### src/rtl/spi_pkg.sv
// spi_pkg: shared definitions for the SPI slave register file.
//   spi_state_t    frame FSM state encoding
//   CMD_BITS       bits in the command byte
//   DATA_BITS      bits in the data byte
//   CNT_W          width of the per-byte bit counter
//   RW_READ/WRITE  encoding of the rw bit in the command byte
package spi_pkg;

  localparam int CMD_BITS  = 8;
  localparam int DATA_BITS = 8;
  localparam int CNT_W     = $clog2(CMD_BITS);

  localparam logic RW_READ  = 1'b1;
  localparam logic RW_WRITE = 1'b0;

  typedef enum logic [1:0] {
    ST_IDLE = 2'd0,
    ST_CMD  = 2'd1,
    ST_DATA = 2'd2,
    ST_HOLD = 2'd3
  } spi_state_t;

endpackage

### src/rtl/spi_sync_edge.sv
// spi_sync_edge: multi-flop synchronizer for one asynchronous input, with
// single-cycle rise/fall pulses from comparing the last stage to one more flop.
//   clk   in   system clock
//   rst   in   async active-high reset (all flops load RST_VAL)
//   d     in   asynchronous input
//   q     out  synchronized level
//   rise  out  one-clk pulse on synchronized 0->1
//   fall  out  one-clk pulse on synchronized 1->0
module spi_sync_edge #(
  parameter int   STAGES  = 2,
  parameter logic RST_VAL = 1'b0
) (
  input  logic clk,
  input  logic rst,
  input  logic d,
  output logic q,
  output logic rise,
  output logic fall
);

  logic [STAGES-1:0] sync_q;
  logic              prev;

  always_ff @(posedge clk or posedge rst) begin
    if (rst) begin
      sync_q <= {STAGES{RST_VAL}};
      prev   <= RST_VAL;
    end else begin
      sync_q <= {sync_q[STAGES-2:0], d};
      prev   <= sync_q[STAGES-1];
    end
  end

  assign q    = sync_q[STAGES-1];
  assign rise = q & ~prev;
  assign fall = ~q & prev;

endmodule

### src/rtl/spi_slave_regfile.sv
// spi_slave_regfile: SPI mode-0 slave giving a master access to four 8-bit
// registers. Frame is {rw, 5 x, addr[1:0]} then one data byte, MSB first.
//   clk        in   system clock
//   rst        in   async active-high reset
//   sclk       in   SPI clock (async)
//   mosi       in   SPI data in (async)
//   ss         in   SPI select, active-low (async)
//   miso       out  SPI data out; 0 unless returning read data
//   regs       out  register contents, register n at [8n+7:8n]
//   wr_strobe  out  one-clk pulse when a write commits
//   wr_addr    out  address of the committed write
//   frame_err  out  one-clk pulse when ss deasserts mid-frame
//
// state | meaning
// IDLE  | waiting for ss falling edge
// CMD   | shifting in the command byte
// DATA  | shifting data in (write) or out (read)
// HOLD  | frame complete, ignore sclk until ss deasserts
module spi_slave_regfile #(
  parameter int          SYNC_STAGES = 2,
  parameter logic [31:0] RESET_VAL   = 32'h0000_0000
) (
  input  logic        clk,
  input  logic        rst,
  input  logic        sclk,
  input  logic        mosi,
  input  logic        ss,
  output logic        miso,
  output logic [31:0] regs,
  output logic        wr_strobe,
  output logic [1:0]  wr_addr,
  output logic        frame_err
);
  import spi_pkg::*;

  localparam logic [CNT_W-1:0] CMD_LAST  = CNT_W'(CMD_BITS - 1);
  localparam logic [CNT_W-1:0] DATA_LAST = CNT_W'(DATA_BITS - 1);
  // The ss synchronizer comes out of reset at 1 and needs this many cycles to
  // reflect the real pin; falls seen before then are not fresh selects.
  localparam int                  SETTLE_W    = $clog2(SYNC_STAGES + 2);
  localparam logic [SETTLE_W-1:0] SETTLE_INIT = SETTLE_W'(SYNC_STAGES + 1);

  logic sclk_lvl, sclk_rise, sclk_fall;
  logic mosi_s, mosi_rise, mosi_fall;
  logic ss_lvl, ss_rise, ss_fall;

  spi_sync_edge #(.STAGES(SYNC_STAGES), .RST_VAL(1'b0)) u_sync_sclk (
    .clk(clk), .rst(rst), .d(sclk), .q(sclk_lvl), .rise(sclk_rise), .fall(sclk_fall)
  );
  spi_sync_edge #(.STAGES(SYNC_STAGES), .RST_VAL(1'b0)) u_sync_mosi (
    .clk(clk), .rst(rst), .d(mosi), .q(mosi_s), .rise(mosi_rise), .fall(mosi_fall)
  );
  spi_sync_edge #(.STAGES(SYNC_STAGES), .RST_VAL(1'b1)) u_sync_ss (
    .clk(clk), .rst(rst), .d(ss), .q(ss_lvl), .rise(ss_rise), .fall(ss_fall)
  );

  logic unused_sync;
  assign unused_sync = ^{sclk_lvl, sclk_fall & 1'b0, mosi_rise, mosi_fall, ss_lvl};

  spi_state_t            state, state_next;
  logic [CNT_W-1:0]      cnt;
  logic [6:0]            shreg;
  logic [7:0]            shift_in;
  logic [7:0]            out_sh;
  logic                  rw_q;
  logic [1:0]            addr_q;
  logic [3:0][7:0]       reg_q;
  logic [SETTLE_W-1:0]   settle_cnt;
  logic                  armed;

  logic shift_en, cmd_done, wr_en, abort, miso_adv;

  assign shift_in = {shreg, mosi_s};
  assign armed    = (settle_cnt == '0);

  always_ff @(posedge clk or posedge rst) begin
    if (rst) state <= ST_IDLE;
    else     state <= state_next;
  end

  always_comb begin
    state_next = state;
    shift_en   = 1'b0;
    cmd_done   = 1'b0;
    wr_en      = 1'b0;
    abort      = 1'b0;
    miso_adv   = 1'b0;
    unique case (state)
      ST_IDLE: begin
        if (ss_fall && armed) state_next = ST_CMD;
      end
      ST_CMD: begin
        if (ss_rise) begin
          abort      = 1'b1;
          state_next = ST_IDLE;
        end else if (sclk_rise) begin
          shift_en = 1'b1;
          if (cnt == CMD_LAST) begin
            cmd_done   = 1'b1;
            state_next = ST_DATA;
          end
        end
      end
      ST_DATA: begin
        if (ss_rise) begin
          abort      = 1'b1;
          state_next = ST_IDLE;
        end else if (sclk_rise) begin
          shift_en = 1'b1;
          if (cnt == DATA_LAST) begin
            wr_en      = (rw_q == RW_WRITE);
            state_next = ST_HOLD;
          end
        end else if (sclk_fall && cnt != '0) begin
          // The first fall in DATA is the tail of the last command bit; bit 7
          // must stay on miso until the master samples it.
          miso_adv = (rw_q == RW_READ);
        end
      end
      ST_HOLD: begin
        if (ss_rise) state_next = ST_IDLE;
      end
      default: state_next = ST_IDLE;
    endcase
  end

  always_ff @(posedge clk or posedge rst) begin
    if (rst) begin
      cnt        <= '0;
      shreg      <= '0;
      out_sh     <= '0;
      rw_q       <= 1'b0;
      addr_q     <= '0;
      reg_q      <= RESET_VAL;
      wr_strobe  <= 1'b0;
      wr_addr    <= '0;
      frame_err  <= 1'b0;
      settle_cnt <= SETTLE_INIT;
    end else begin
      wr_strobe <= wr_en;
      frame_err <= abort;
      if (!armed) settle_cnt <= settle_cnt - 1'b1;

      if (cmd_done || state_next == ST_IDLE) cnt <= '0;
      else if (shift_en)                     cnt <= cnt + 1'b1;

      if (shift_en) shreg <= shift_in[6:0];

      if (cmd_done) begin
        rw_q   <= shift_in[7];
        addr_q <= shift_in[1:0];
        out_sh <= reg_q[shift_in[1:0]];
      end else if (miso_adv) begin
        out_sh <= {out_sh[6:0], 1'b0};
      end

      if (wr_en) begin
        reg_q[addr_q] <= shift_in;
        wr_addr       <= addr_q;
      end
    end
  end

  assign miso = (state == ST_DATA) && (rw_q == RW_READ) && out_sh[7];
  assign regs = reg_q;

endmodule

### config.mk
export PLATFORM = sky130hd
export DESIGN_NAME = spi_slave_regfile
export DESIGN_NICKNAME = d
export VERILOG_FILES = /design/src/rtl/spi_pkg.sv /design/src/rtl/spi_sync_edge.sv /design/src/rtl/spi_slave_regfile.sv
export SDC_FILE = /design/constraint.sdc
export NUM_CORES = 1
export LEC_CHECK = 0
export CORE_UTILIZATION = 50
export DETAILED_ROUTE_END_ITERATION = 16
export GPL_ROUTABILITY_DRIVEN = 0
export HOLD_SLACK_MARGIN = 0.02
export PLACE_DENSITY_LB_ADDON = 0.3
export SETUP_SLACK_MARGIN = 0.4
export SLEW_MARGIN = 30
export SYNTH_ARGS = -nofsm -noshare
export SYNTH_HDL_FRONTEND = slang
export SYNTH_HIERARCHICAL = 1
export SYNTH_SLANG_ARGS = --single-unit
### constraint.sdc
create_clock -name clk -period 5.3 [get_ports clk]
set_input_delay 0.795 -clock clk [delete_from_list [all_inputs] [get_ports clk]]
set_output_delay 0.795 -clock clk [all_outputs]
set_load 0.05 [all_outputs]
==> impl_metrics.json, run 1 <==
{
  "run_status": "finished clean",
  "cellPowerDensity_nw_per_um2": 323,
  "remaining_max_slew_budget_at_the_tightest_pin_pct": 38.2,
  "cts_sinks": 69,
  "worst_path_max_delay_cell": "clkdlybuf4s50_1",
  "reg2reg_slack_ns": 2.95,
  "cts_resized": 0,
  "via_count": 1829,
  "clock_slew_at_reported_path_ffs_ns": 0.07,
  "power_leakage_nw": 1.74,
  "slew_viol_final": 0,
  "fraction_of_final_layout_cells_with_drive_strength_greater_than_1_pct": 31.1,
  "setup-violations-final": 0,
  "worst_r2r_path_depth": 4,
  "clock_tree.buffer_depth": 2,
  "path_buf_inv": 2,
  "worst_ep_arrival_time_ns": 2.19,
  "drt_first_iter_violations": 70,
  "synthesis.area_per_instance_sq_um": 14.1,
  "cts_buffers": 9,
  "holdBufCountCts": 0,
  "layout_min_cycle_time_ns": 2.98,
  "wire_length_of_the_first_global_routing_pass_mm": 9.40,
  "worst_setup_path_start_kind": "register",
  "yosysWarnings": 6,
  "synthToLayoutAreaGrowth_pct": 21.7,
  "layout.core_utilization_pct": 63.0,
  "route.final.wire_length_mm": 5.67,
  "fin_nets": 275,
  "dieHeight_um": 80.3,
  "max_cap_viol_count": 0,
  "antenna_cells": 0,
  "tightestPinTransition_ns": 0.922,
  "overall_overflow_remaining_after_global_route": 0,
  "worstPathMaxFanout": 6,
  "drc": 0,
  "start_util_pct": 51.8,
  "dp_hpwl_mm": 3.71,
  "hold_path.startpoint": "u_sync_sclk/sync_q[0]",
  "die_width_um": 80.3,
  "syn_area_sq_um": 3070,
  "cp_cell_sequence": "inv_1, ha_1, and3_2, clkdlybuf4s50_1",
  "worst_path_dominant_cell_family": "buffers and inverters",
  "die-area_sq_um": 6450,
  "tot_gr_track_use_pct": 20.1,
  "worst_r2r_startpoint": "u_sync_ss/sync_q[1]",
  "insertion_delay_ns": 0.33,
  "synthCells": 217,
  "grt_setup_unrepaired": "no",
  "top_level_ports": 42,
  "io_buffers": 41,
  "hold-path-cell-count": 0,
  "post-route-period-util_pct": 56.3,
  "post_cts_buffers": 0,
  "routed_via_density": 5.35,
  "clock.fmax_mhz": 335,
  "final.setup_skew_ns": 0.00645,
  "core_sq_um": 5920,
  "cp.required_ns": 4.51,
  "most-common-layout-cells": "dfrtp_1, mux2_2, clkdlybuf4s50_1",
  "hold_path.class": "register to register",
  "maximum_number_of_pins_on_one_net_before_global_route_repair": 62,
  "ir_worst_vdd_mv": 0.188,
  "final-hold-violation-count": 0,
  "setup-tns-final_ns": 0,
  "hold_end": "u_sync_sclk/sync_q[1]",
  "h-tree-depth": 3,
  "number_of_antenna_violations_at_the_first_check_in_global_routing": 0,
  "layout_commonest_cell": "dfrtp_1",
  "regToRegEndpoint": "cnt[2]",
  "cts_root_buffer": "clkbuf_8",
  "postRouteAntennaNets": 0,
  "crit_type": "register to output pin",
  "routedWlPerCell_um": 16.6,
  "postSynthNetCount": 230,
  "tritoncts_clock_tree": "yes",
  "drt_pass1_iterations": 5,
  "fp-row-count": 28,
  "first_global_vias": 1875,
  "critical_path.endpoint_type": "output pin",
  "cpPeakStageDelay_ns": 0.79
}
==> worst reg2reg max path, cell delays in order (launching register included) <==
cell and delay (ns):
dfstp_2 0.54, nor2b_1 0.39, nand4b_1 0.69, o311ai_0 0.42, a21oi_1 0.23
==> where the power goes <==
group          total, mW  internal [mW]  switching, mW
sequential         0.635          0.566         0.0688
combinational      0.183         0.0913         0.0913
clock              0.389          0.195          0.193
total               1.21          0.853          0.354
==> state kept, by name, indices dropped and copies added (netlist names) <==
name,cells
out_sh,8
u_sync_ss/sync_q,2
u_sync_sclk/sync_q,2
state,2
settle_cnt,2
u_sync_ss/prev,1
u_sync_mosi/sync_q,2
cnt,3
regs,32
rw_q,1
wr_strobe,1
addr_q,2
wr_addr,2
frame_err,1
u_sync_sclk/prev,1
shreg,7
==> per-layer routing <==
layer  vias to the layer above  part of all wire [%]  global-route usage [%]
li1                        860                     -                       -
met1                       928                    49                    28.7
met2                        37                    47                    29.5
met3                         4                   3.2                    4.43
met4                         0                  0.99                    9.11
met5                         -                     0                       0
==> layout make-up <==
class                           instances  area (sq um)
Multi-Input combinational cell        128          1260
Timing Repair Buffer                   42           418
Inverter                               12          45.0
Clock buffer                           11           151
Fill cell                             470          2190
Tap cell                               75          93.8
Sequential cell                        69          1730
Clock inverter                          5          33.8
==> how the worst max path moves through the flow <==
| stage | slack (ns) | cells after the start | end | startpoint |
|---|---|---|---|---|
| 2_1_floorplan | 3.00 | 1 | addr_q[0] | rst |
| 3_3_place_gp | 2.72 | 4 | miso | state[0] |
| 3_5_place_dp | 2.67 | 4 | miso | state[0] |
| 4_1_cts | 2.29 | 4 | miso | state[0] |
| 5_1_grt | 2.18 | 4 | miso | state[0] |
| 6_report | 2.32 | 4 | miso | state[0] |
==> per-stage QoR <==
stage	hold WS (ns)	power (mW)	worst slack, ns	instance area [sq um]	std cells
2_1_floorplan	0.331	0.771	3.00	3070	217
3_3_place_gp	0.334	0.818	2.72	3550	326
3_5_place_dp	0.339	0.825	2.67	3550	326
4_1_cts	0.358	1.22	2.29	3730	342
5_1_grt	0.359	1.27	2.18	3730	342
6_report	0.356	1.21	2.32	3730	342
Power figures use the tool's default switching activity.
==> run 2: changes to the inputs <==
==> constraint.sdc (replaced) <==
create_clock -name clk -period 2.8 [get_ports clk]
set_input_delay 0.42 -clock clk [delete_from_list [all_inputs] [get_ports clk]]
set_output_delay 0.42 -clock clk [all_outputs]
set_load 0.05 [all_outputs]
==> impl_metrics.json, run 2 (synthesis gave the netlist of run 1 again) <==
{
  "start_util_pct": 51.8,
  "largest_register_ffs": 32,
  "layout_min_cycle_time_ns": 2.31,
  "postRouteAntennaNets": 0,
  "routedWlPerCell_um": 16.7,
  "overall_overflow_remaining_after_global_route": 0,
  "ir_worst_vdd_mv": 0.375,
  "power.total_mw": 2.33,
  "run_status": "finished clean",
  "drc": 0,
  "fraction_of_final_layout_cells_with_drive_strength_greater_than_1_pct": 31.2,
  "tightestPinTransition_ns": 0.667,
  "post-route-period-util_pct": 82.3,
  "routed_via_density": 5.44,
  "number_of_antenna_violations_at_the_first_check_in_global_routing": 0,
  "fp-row-count": 28,
  "power_leakage_nw": 1.76,
  "core_sq_um": 5920,
  "drt_first_iter_violations": 126,
  "grt_setup_unrepaired": "no",
  "tot_gr_track_use_pct": 20.4,
  "setup-violations-final": 0,
  "worstPathMaxFanout": 6,
  "cp.required_ns": 2.38,
  "clock.fmax_mhz": 434,
  "hold_path.class": "primary input to async pin",
  "layout_commonest_cell": "dfrtp_1",
  "critical_path.endpoint_type": "output pin",
  "crit_type": "register to output pin",
  "maximum_number_of_pins_on_one_net_before_global_route_repair": 38,
  "worst_path_max_delay_cell": "clkdlybuf4s15_1",
  "power_switching_share_pct": 29.0,
  "fin_nets": 277,
  "io_buffers": 41,
  "setup-tns-final_ns": 0,
  "die-area_sq_um": 6450,
  "most-common-layout-cells": "dfrtp_1, mux2_2, clkdlybuf4s50_1",
  "cts_root_buffer": "clkbuf_8",
  "clock_power_share_pct": 33.8,
  "p_seq_share_pct": 51.3,
  "insertion_delay_ns": 0.34,
  "cts_buffers": 9,
  "top_level_ports": 42,
  "dpl-instance-area_sq_um": 3570,
  "clock_tree.buffer_depth": 2,
  "remaining_max_slew_budget_at_the_tightest_pin_pct": 55.5,
  "post_cts_buffers": 0,
  "wire_length_of_the_first_global_routing_pass_mm": 9.53,
  "via_count": 1870,
  "p_sw_mw": 0.678,
  "max_cap_viol_count": 0,
  "final-hold-violation-count": 0,
  "cpPeakStageDelay_ns": 0.49,
  "die_width_um": 80.3,
  "internal-power_mw": 1.66,
  "first_global_vias": 1926,
  "drt_pass1_iterations": 4,
  "stdcell_area_sq_um": 3760,
  "dieHeight_um": 80.3,
  "worst_setup_path_start_kind": "register",
  "cellPowerDensity_nw_per_um2": 620,
  "worst_ep_arrival_time_ns": 1.89,
  "final.setup_skew_ns": 0.00526,
  "synthToLayoutAreaGrowth_pct": 22.8,
  "tritoncts_clock_tree": "yes",
  "p_comb_share_pct": 15.0,
  "h-tree-depth": 3,
  "nFillCells": 468,
  "route.final.wire_length_mm": 5.74,
  "antenna_cells": 0,
  "cp_cell_sequence": "inv_1, ha_1, and3_2, clkdlybuf4s15_1",
  "cts_sinks": 69,
  "clock_slew_at_reported_path_ffs_ns": 0.07,
  "slew_viol_final": 0,
  "dp_hpwl_mm": 3.96
}
-- run 2: metal layers --
layer | vias to the layer above | global-route usage [%] | share of wire (%)
li1 | 866 | - | -
met1 | 949 | 27.6 | 47
met2 | 45 | 31.5 | 48
met3 | 10 | 3.98 | 3.2
met4 | 0 | 9.64 | 2.0
met5 | - | 0 | 0
-- run 2: timing repair --
action,in CTS,in global routing
hold buffers,0,0
setup endpoints to repair,1,2
gates resized for setup,1,1
pin swaps,0,1
-- run 2: power groups by stage --
| stage | combinational (mW) | sequential [mW] | clock (mW) |
|---|---|---|---|
| after detailed placement | 0.350 | 1.21 | 0 |
| after global routing | 0.384 | 1.22 | 0.848 |
| final | 0.349 | 1.20 | 0.789 |
| after floorplan | 0.303 | 1.16 | 0 |
| after CTS | 0.353 | 1.20 | 0.805 |
| after global placement | 0.338 | 1.21 | 0 |
-- run 2: critical path, delay by kind of cell (launching register included) --
kind | cells | cell delay, ns
flip-flops | 1 | 0.42
buffers and inverters | 2 | 0.61
AND/OR/NAND/NOR | 1 | 0.21
adder cells (fa/ha/maj) | 1 | 0.31
-- run 2: layout make-up --
type	count	area, sq um	area share (%)
tap	75	93.8	2.49
sequential	69	1730	46.0
timing repair buffer	44	445	11.8
multi-input combinational	128	1260	33.4
inverter	12	45.0	1.20
clock buffer	10	128	3.39
clock inverter	6	63.8	1.69
-- run 2: worst paths after layout --
path | start | endpoint | cells past startpoint | slack (ns)
max | state[0] | miso | 4 | 0.49
min | rst | u_sync_mosi/sync_q[1] | 2 | 0.34
max reg2reg | u_sync_sclk/sync_q[1] | regs[14] | 5 | 0.55
min reg2reg | u_sync_mosi/sync_q[0] | u_sync_mosi/sync_q[1] | 0 | 0.35
max in group asynchronous | rst | settle_cnt[1] | 3 | 1.64
min in group clk | u_sync_mosi/sync_q[0] | u_sync_mosi/sync_q[1] | 0 | 0.35
-- run 2: stage by stage --
stage / util (%) / std cells / worst slack [ns] / hold WS, ns
floorplan: - / 217 / 0.870 / 0.161
global placement: 60.4 / 328 / 0.583 / 0.334
detailed placement: 60.4 / 328 / 0.545 / 0.341
CTS: 63.6 / 344 / 0.450 / 0.337
global route: 63.6 / 344 / 0.414 / 0.369
finish: 63.6 / 344 / 0.495 / 0.340
==> run 3: changes to the inputs <==
==> constraint.sdc (replaced) <==
create_clock -name clk -period 2.29 [get_ports clk]
set_input_delay 0.3435 -clock clk [delete_from_list [all_inputs] [get_ports clk]]
set_output_delay 0.3435 -clock clk [all_outputs]
set_load 0.05 [all_outputs]
==> impl_metrics.json, run 3 (synthesis gave the netlist of run 1 again) <==
{
  "run_status": "finished clean",
  "layout_commonest_cell": "dfrtp_1",
  "hold_path.class": "primary input to async pin",
  "wire_length_of_the_first_global_routing_pass_mm": 10.2,
  "h-tree-depth": 3,
  "drt_pass1_iterations": 4,
  "io_buffers": 41,
  "worst_ep_arrival_time_ns": 2.10,
  "number_of_antenna_violations_at_the_first_check_in_global_routing": 0,
  "max_cap_viol_count": 0,
  "final-hold-violation-count": 0,
  "overall_overflow_remaining_after_global_route": 0,
  "drc": 0,
  "cts_buffers": 9,
  "post-route-period-util_pct": 81.9,
  "power_leakage_nw": 2.26,
  "die_width_um": 80.3,
  "start_util_pct": 51.8,
  "ir_worst_vdd_mv": 0.485,
  "most-common-layout-cells": "dfrtp_1, mux2_2, dlymetal6s2s_1",
  "routedWlPerCell_um": 17.9,
  "fin_nets": 285,
  "dpl_worst_slack_ns": 0.229,
  "cts_root_buffer": "clkbuf_8",
  "regToRegEndpoint": "regs[9]",
  "setup-violations-final": 0,
  "worst_setup_path_start_kind": "register",
  "grt_setup_unrepaired": "yes",
  "fp-row-count": 28,
  "crit_type": "register to register",
  "worst_r2r_startpoint": "u_sync_ss/prev",
  "via_count": 1927,
  "clock_tree.buffer_depth": 2,
  "route.final.wire_length_mm": 6.32,
  "first_global_vias": 1921,
  "largest_register_ffs": 32,
  "cts_sinks": 69,
  "synthToLayoutAreaGrowth_pct": 31.8,
  "worstPathMaxFanout": 8,
  "setup_ws_ns": 0.414,
  "antenna_cells": 0,
  "dieHeight_um": 80.3,
  "tot_gr_track_use_pct": 22.0,
  "tightestPinTransition_ns": 0.661,
  "drt_first_iter_violations": 127,
  "top_level_ports": 42,
  "slew_viol_final": 0,
  "setup-tns-final_ns": 0,
  "reg2reg_slack_ns": 0.41,
  "clock.fmax_mhz": 533,
  "layout_min_cycle_time_ns": 1.88,
  "critical_path.endpoint_type": "register",
  "clock_slew_at_reported_path_ffs_ns": 0.07,
  "core_sq_um": 5920,
  "die-area_sq_um": 6450,
  "holdBufCountCts": 0,
  "routed_via_density": 5.47,
  "final.setup_skew_ns": 0.00554,
  "remaining_max_slew_budget_at_the_tightest_pin_pct": 55.9,
  "worst_r2r_path_depth": 6,
  "cellPowerDensity_nw_per_um2": 811,
  "postRouteAntennaNets": 0,
  "fraction_of_final_layout_cells_with_drive_strength_greater_than_1_pct": 36.8,
  "maximum_number_of_pins_on_one_net_before_global_route_repair": 53,
  "tritoncts_clock_tree": "yes",
  "dp_hpwl_mm": 4.01,
  "insertion_delay_ns": 0.34,
  "cp.required_ns": 2.51
}
## run 3: cell types whose count changed in the layout (fill, tap and decap cells not counted), sizes merged, moves of 3 or more
cell,before,now
buf,3,12
bufinv,1,4
clkdlybuf4s50,40,8
dlygate4sd2,0,15
dlymetal6s2s,0,17
## run 3: per-stage QoR
step           utilization (%)  total power [mW]  hold slack (ns)  cell area (sq um)  cells
2_1_floorplan                -              1.79           0.0847               3070    217
3_3_place_gp              60.8              1.93            0.333               3600    331
3_5_place_dp              60.8              1.95            0.340               3600    331
4_1_cts                   66.6              3.25            0.281               3940    350
5_1_grt                   68.3              3.41            0.291               4040    352
6_report                  68.3              3.28            0.280               4040    352
## run 3: cell type report
cell class                      instances  area (sq um)
Fill cell                             427          1880
Sequential cell                        69          1730
Multi-Input combinational cell        128          1360
Timing Repair Buffer                   52           547
Clock inverter                          7           138
Clock buffer                            9           124
Tap cell                               75          93.8
Inverter                               12          45.0
## run 3: critical path: stages, from the launching register on
cell and delay (ns):
dfstp_2 0.55, nor2b_4 0.04, and2b_2 0.23, nand4b_4 0.17, nor3b_4 0.23, buf_6 0.18
mux2_2 0.35
## run 3: worst max path at each step
| stage | end | slack [ns] | startpoint |
|---|---|---|---|
| 5_1_grt | regs[29] | 0.36 | u_sync_ss/sync_q[1] |
| 6_report | regs[9] | 0.41 | u_sync_ss/prev |
| 4_1_cts | regs[2] | 0.37 | u_sync_ss/prev |
| 2_1_floorplan | addr_q[0] | 0.44 | rst |
| 3_5_place_dp | regs[16] | 0.23 | state[0] |
| 3_3_place_gp | regs[17] | 0.31 | u_sync_sclk/sync_q[1] |
## run 3: where the power goes
part           switching [mW]  total (mW)  internal (mW)  leakage (nW)
sequential              0.172        1.48           1.31         0.923
combinational           0.248       0.507          0.259          1.21
clock                   0.455        1.28          0.829         0.129
## run 3: timing repair
item                       4_1_cts  5_1_grt
gates resized for setup         33       28
hold endpoints to repair         0        0
setup endpoints to repair       56       57
setup buffers                    3        2
pin swaps                        2        3
## run 3: per-layer routing
layer / track usage, % / routed length [um] / vias up / part of all wire [%]
li1: - / - / 880 / -
met1: 31.2 / 2910 / 971 / 46
met2: 32.8 / 2960 / 66 / 47
met3: 3.64 / 317 / 10 / 5.0
met4: 10.9 / 130 / 0 / 2.1
met5: 0 / 0 / - / 0
